`config.mk`:
```
export PLATFORM = sky130hd
export DESIGN_NAME = scarf_bram_wide
export DESIGN_NICKNAME = d
export VERILOG_FILES = /design/src/rtl/scarf_bram_wide.sv
export SDC_FILE = /design/constraint.sdc
export NUM_CORES = 1
export LEC_CHECK = 0
export BUFFER_PORTS_ARGS = -buffer_cell sky130_fd_sc_hd__buf_2
export CAP_MARGIN = 20
export CORE_ASPECT_RATIO = 2
export CORE_MARGIN = 2
export CORE_UTILIZATION = 30
export CTS_CLUSTER_DIAMETER = 40
export CTS_CLUSTER_SIZE = 16
export DETAILED_ROUTE_END_ITERATION = 16
export GPL_TIMING_DRIVEN = 0
export PLACE_DENSITY_LB_ADDON = 0.12
export SYNTH_ARGS = -nofsm -noshare
export SYNTH_HDL_FRONTEND = slang
export SYNTH_SLANG_ARGS = --single-unit
```
`constraint.sdc`:
```
create_clock -name clk -period 3 [get_ports clk]
set_input_delay 0.45 -clock clk [delete_from_list [all_inputs] [get_ports clk]]
set_output_delay 0.45 -clock clk [all_outputs]
set_load 0.01 [all_outputs]
```
`src/rtl/scarf_bram_wide.sv`:
```
// SCARF slave bridging the UART byte stream to a simple-dual-port block RAM with
// multi-byte words, multi-byte addresses, wrap/saturate addressing and read prefetch.
module scarf_bram_wide #(
    parameter logic [6:0]            SLAVE_ID    = 7'h02,
    parameter int unsigned           ADDR_WIDTH  = 13,
    parameter int unsigned           DATA_BYTES  = 1,
    parameter int unsigned           RD_LATENCY  = 1,
    parameter logic [ADDR_WIDTH-1:0] MAX_ADDRESS = {ADDR_WIDTH{1'b1}},
    parameter bit                    WRAP_EN     = 1'b0
) (
    input  logic                    clk,
    input  logic                    rst_sync,
    input  logic [7:0]              data_in,
    input  logic                    data_in_valid,
    input  logic                    data_in_finished,
    input  logic [6:0]              slave_id,
    input  logic                    rnw,
    output logic [7:0]              read_data_out,
    input  logic [8*DATA_BYTES-1:0] bram_read_data,
    output logic [8*DATA_BYTES-1:0] bram_write_data,
    output logic [ADDR_WIDTH-1:0]   bram_addr,
    output logic                    bram_wen,
    output logic                    bram_ren,
    output logic                    addr_limit
);

    localparam int unsigned ADDR_BYTES = (ADDR_WIDTH + 7) / 8;
    localparam int unsigned DW         = 8 * DATA_BYTES;
    localparam int unsigned ACW        = (ADDR_BYTES > 1) ? $clog2(ADDR_BYTES) : 1;
    localparam int unsigned BIW        = (DATA_BYTES > 1) ? $clog2(DATA_BYTES) : 1;

    typedef enum logic [1:0] {StAddr, StWdata, StRfetch, StRdata} state_e;

    state_e                  state_q, state_d;
    logic [ACW-1:0]          addr_cnt_q, addr_cnt_d;
    logic [BIW-1:0]          byte_idx_q, byte_idx_d;
    logic [ADDR_WIDTH-1:0]   addr_q, addr_d;
    logic [DW-1:0]           wdata_q, wdata_d;
    logic [DW-1:0]           rbuf_q, rbuf_d;
    logic [1:0]              lat_q, lat_d;
    logic                    wen_q, wen_d;
    logic                    ren_q, ren_d;
    logic                    drop_q, drop_d;
    logic                    limit_q, limit_d;
    logic [7:0]              rdo_q, rdo_d;
    logic                    valid_slave, byte_ok, adv, at_limit;

    assign valid_slave = (slave_id == SLAVE_ID);
    assign byte_ok     = valid_slave && data_in_valid;
    assign at_limit    = (addr_q == MAX_ADDRESS) && !WRAP_EN;

    always_comb begin
        state_d    = state_q;
        addr_cnt_d = addr_cnt_q;
        byte_idx_d = byte_idx_q;
        addr_d     = addr_q;
        wdata_d    = wdata_q;
        rbuf_d     = rbuf_q;
        lat_d      = lat_q;
        drop_d     = drop_q;
        limit_d    = limit_q;
        wen_d      = 1'b0;
        ren_d      = 1'b0;
        adv        = 1'b0;
        rdo_d      = 8'h00;

        if (data_in_finished) begin
            state_d    = StAddr;
            addr_cnt_d = '0;
            byte_idx_d = '0;
            addr_d     = '0;
            lat_d      = '0;
            drop_d     = 1'b0;
        end else begin
            // The address moves on the cycle after the write strobe.
            adv = wen_q;
            unique case (state_q)
                StAddr: begin
                    if (byte_ok) begin
                        addr_d = ADDR_WIDTH'({addr_q, data_in});
                        if (addr_cnt_q == '0) begin
                            limit_d = 1'b0;
                            drop_d  = 1'b0;
                        end
                        if (addr_cnt_q == ACW'(ADDR_BYTES - 1)) begin
                            addr_cnt_d = '0;
                            lat_d      = '0;
                            if (rnw) begin
                                state_d = StRfetch;
                                ren_d   = 1'b1;
                            end else begin
                                state_d = StWdata;
                            end
                        end else begin
                            addr_cnt_d = addr_cnt_q + ACW'(1);
                        end
                    end
                end
                StWdata: begin
                    if (byte_ok) begin
                        wdata_d = DW'({wdata_q, data_in});
                        if (byte_idx_q == BIW'(DATA_BYTES - 1)) begin
                            byte_idx_d = '0;
                            wen_d      = !drop_q;
                        end else begin
                            byte_idx_d = byte_idx_q + BIW'(1);
                        end
                    end
                end
                StRfetch: begin
                    if (lat_q == 2'(RD_LATENCY)) begin
                        if (!drop_q) rbuf_d = bram_read_data;
                        state_d = StRdata;
                    end else begin
                        lat_d = lat_q + 2'd1;
                    end
                end
                StRdata: begin
                    if (byte_ok) begin
                        if (byte_idx_q == BIW'(DATA_BYTES - 1)) begin
                            byte_idx_d = '0;
                            adv        = 1'b1;
                            lat_d      = '0;
                            state_d    = StRfetch;
                            ren_d      = !drop_q && !at_limit;
                        end else begin
                            byte_idx_d = byte_idx_q + BIW'(1);
                        end
                    end
                end
                default: state_d = StAddr;
            endcase

            if (adv) begin
                if (addr_q != MAX_ADDRESS) begin
                    addr_d = addr_q + ADDR_WIDTH'(1);
                end else if (WRAP_EN) begin
                    addr_d = '0;
                end else begin
                    limit_d = 1'b1;
                    drop_d  = 1'b1;
                end
            end
        end

        // Output byte is registered from next-state values so it tracks the FSM without lag.
        if (valid_slave) begin
            if (state_d == StAddr && addr_cnt_d == '0) begin
                rdo_d = {1'b0, SLAVE_ID};
            end else if (state_d == StRdata && !drop_d) begin
                for (int i = 0; i < DATA_BYTES; i++) begin
                    if (byte_idx_d == BIW'(i)) rdo_d = rbuf_d[DW-8-8*i +: 8];
                end
            end
        end
    end

    always_ff @(posedge clk or posedge rst_sync) begin
        if (rst_sync) begin
            state_q    <= StAddr;
            addr_cnt_q <= '0;
            byte_idx_q <= '0;
            addr_q     <= '0;
            wdata_q    <= '0;
            rbuf_q     <= '0;
            lat_q      <= '0;
            wen_q      <= 1'b0;
            ren_q      <= 1'b0;
            drop_q     <= 1'b0;
            limit_q    <= 1'b0;
            rdo_q      <= 8'h00;
        end else begin
            state_q    <= state_d;
            addr_cnt_q <= addr_cnt_d;
            byte_idx_q <= byte_idx_d;
            addr_q     <= addr_d;
            wdata_q    <= wdata_d;
            rbuf_q     <= rbuf_d;
            lat_q      <= lat_d;
            wen_q      <= wen_d;
            ren_q      <= ren_d;
            drop_q     <= drop_d;
            limit_q    <= limit_d;
            rdo_q      <= rdo_d;
        end
    end

    assign read_data_out   = rdo_q;
    assign bram_write_data = wdata_q;
    assign bram_addr       = addr_q;
    assign bram_wen        = wen_q && valid_slave;
    assign bram_ren        = ren_q && valid_slave;
    assign addr_limit      = limit_q;

endmodule

```
==> flow_summary.yaml <==
status:
  status: "completed"
yosys:
  synth_top_cell_by_area: "dfrtp_1"
  synth_fp_nets: 270
  synth_area_um2: 2399
  ys.flop_type: "dfrtp_1"
  ys_top_cells_by_area: "dfrtp_1, mux2_2, nand2_1, ha_1, nor2b_1"
  postSynthCellCount: 236
  ys_seq_area_share_pct: 49.03
  post_synth.cell_area_avg_um2: 10.16
  synth_cell_types: 47
  synthArstFlopShare_pct: 100.0
  synth.top_cell.area_share_pct: 49.03
  synth_edf_count: 0
  ys_ff_latch: 47
  ys_warn_count: 0
timing:
  worst_clock_skew_ns: 0.003586
  hold_ws_ns: 0.1504
  setup-violations-final: 0
  worstMarginPinSlew_ns: 0.6885
  hold_violations: 0
  finalSetupTns_ns: 0
  post-route-period-util_pct: 87.43
  relSlewSlack_pct: 53.93
  fmax_ghz: 0.3813
  rsz0062_at_grt: "false"
  period_needed_ns: 2.623
  finalMaxSlewViolations: 0
  setup_ws_ns: 0.3771
critical_path:
  crit_slowest_cell: "a41oi_2"
  cp_max_fo: 10
  critical_path_class: "flip-flop to flip-flop"
  critPathLaunch: "state_q[0]$_DFF_PP0_"
  cpLargestDelayFamily: "compound AO/OA/AOI/OAI gates"
  path_cells: "ha_1 -> and3b_1 -> a41oi_2 -> nand2b_1 -> buf_4 -> buf_4 -> nor2_1 -> a311oi_1"
  worstSetupStartpointType: "flip-flop"
  endpoint_kind: "flip-flop"
  cpMostUsedCell: "buf_4"
  cp_data_arrival_time_ns: 2.80
  r2r-start: "state_q[0]$_DFF_PP0_"
  reg2reg_slack_ns: 0.38
  timing.critical_path.buf_inv: 2
  slowest_delay_ns: 0.47
  worstPathRequired_ns: 3.18
clocking:
  numCtsBuffers: 5
  cts_resized: 0
  cts_root_buffer: "clkbuf_16"
  cts-htree-levels: 2
  clk_pin_slew_ns: 0.06
  tritoncts: "yes"
  clk_latency_ns: 0.29
  ctsHoldBuffers: 0
  cts_setup_buffers: 0
  cts_max_path_buffers: 2
  cts_sinks: 47
layout:
  multi_input_comb_area_um2: 1174
  regArea_um2: 1176
  area_growth_pct: 25.72
  diodes: 0
  final_common_cell: "buf_2"
  final_cell_mix: "buf_2, dfrtp_1, nand2_1"
  postLayoutCellArea_um2: 3015
  layout-drive-gt1-share_pct: 30.59
  layout.nets: 337
  n_fill_cell: 843
place:
  hpwlAfterDp_um: 4496
  place.gp.congestion: 0.8630
  io_buffers: 59
  place_area_um2: 2834
  pre_cts_slack_ns: 0.1630
global_route:
  grt_pass1_wl_um: 10140
  grt-ovfl-total: 0
  antenna_found_initial: 0
  grt.total_usage_pct: 15.26
  grt_pass1_vias: 2075
  grt_max_degree: 30
floorplanning:
  die_area_um2: 8770
  dieWidth_um: 67.23
  rows: 46
  die_y_um: 130.5
  initial_core_util_pct: 30.64
  core-area_um2: 7828
  ios: 60
power:
  leakagePower_nw: 1.450
  power_w: 0.001422
  p_per_area_nw_per_um2: 471.7
  vdd_drop_max_uv: 408.4
detailed_routing:
  wl_um: 6203
  ant_nets: 0
  drc: 0
  routed_via_density: 5.223
  avgRoutedWirePerCell_um: 15.51
  dr.pass1.iters: 4
  drt_iter0_drc: 171
  num_vias: 2089
run:
  maxCapViolCount: 0
worst_hold_path:
  hold_path_class: "input pin to async pin"
[final timing paths]
| check | depth (start not counted) | end |
|---|---|---|
| worst min register to register | 1 | rbuf_q[7]$_DFF_PP0_ |
| worst max register to register | 8 | bram_addr[1]$_DFF_PP0_ |
| max in group asynchronous | 3 | bram_write_data[7]$_DFFE_PP0P_ |
| min in group clk | 2 | rbuf_q[3]$_DFF_PP0_ |
| worst max-delay path | 8 | bram_addr[1]$_DFF_PP0_ |
| worst min-delay path | 2 | read_data_out[5]$_DFF_PP0_ |
[cells in the mapped netlist, types with 2 or more instances]
| library cell | instances |
|---|---|
| o31ai_1 | 5 |
| nand3_1 | 12 |
| a311oi_1 | 4 |
| and3_1 | 4 |
| mux2_2 | 16 |
| nor2_1 | 18 |
| buf_4 | 2 |
| o211ai_1 | 2 |
| nor4_1 | 2 |
| or4_1 | 4 |
| a211o_1 | 2 |
| dfrtp_1 | 47 |
| nand4_1 | 4 |
| a21oi_1 | 11 |
| clkbuf_1 | 4 |
| xnor2_1 | 2 |
| or3_1 | 4 |
| inv_1 | 7 |
| a31oi_1 | 6 |
| o21ai_0 | 8 |
| nor3_1 | 3 |
| ha_1 | 6 |
| and2_1 | 3 |
| xor2_1 | 2 |
| nor2b_1 | 11 |
| nand2_1 | 26 |
[area by class of cell]
class,instances,area share (%)
Clock inverter,2,1.162
Tap cell,96,3.983
Buffer,6,0.9959
Timing Repair Buffer,60,10.46
Inverter,7,0.8714
Sequential cell,47,39.00
Clock buffer,6,4.606
Multi-Input combinational cell,176,38.92
[state kept, by name (all words and copies together), names as in the netlist]
| register | flops |
|---|---|
| state_q | 2 |
| bram_write_data | 8 |
| addr_limit | 1 |
| wen_q | 1 |
| bram_addr | 13 |
| byte_idx_q | 1 |
| drop_q | 1 |
| addr_cnt_q | 1 |
| read_data_out | 8 |
| ren_q | 1 |
| rbuf_q | 8 |
| lat_q | 2 |
[routing by layer]
| layer | vias up | wire (um) | global-route usage, % |
|---|---|---|---|
| met3 | 4 | 448 | 3.425 |
| met1 | 997 | 2658 | 20.11 |
| met2 | 85 | 3033 | 23.41 |
| met4 | 0 | 63 | 7.443 |
| met5 | - | 0 | 0 |
| li1 | 1003 | - | - |
[worst register-to-register path, cell delays in order (launching register included)]
cell and delay, ns:
dfrtp_1 0.44, ha_1 0.33, and3b_1 0.25, a41oi_2 0.47
nand2b_1 0.31, buf_4 0.22, buf_4 0.18, nor2_1 0.05
a311oi_1 0.28
[where the power goes]
part	leakage, nW	switching [W]	internal (W)	total (W)
clock	0.0868	0.000236	0.000414	0.000650
combinational	0.716	0.0000675	0.0000475	0.000115
sequential	0.648	0.00000788	0.000649	0.000657
[cells by family after synthesis]
group,after synthesis,share of synthesized area [%]
compound gates,46,12.73
xor+xnor,4,1.461
fa+ha+maj,6,3.130
buf+inv,13,2.347
flops,47,49.04
mux,17,7.929
simple gates,103,23.37
[through the flow]
| step | instances | util, % |
|---|---|---|
| 2_1_floorplan | 236 | - |
| 3_5_place_dp | 392 | 36.21 |
| 5_1_grt | 400 | 38.52 |
| 4_1_cts | 400 | 38.43 |
| 3_3_place_gp | 391 | 35.95 |
| 6_report | 400 | 38.52 |
Power figures use the tool's default switching activity.
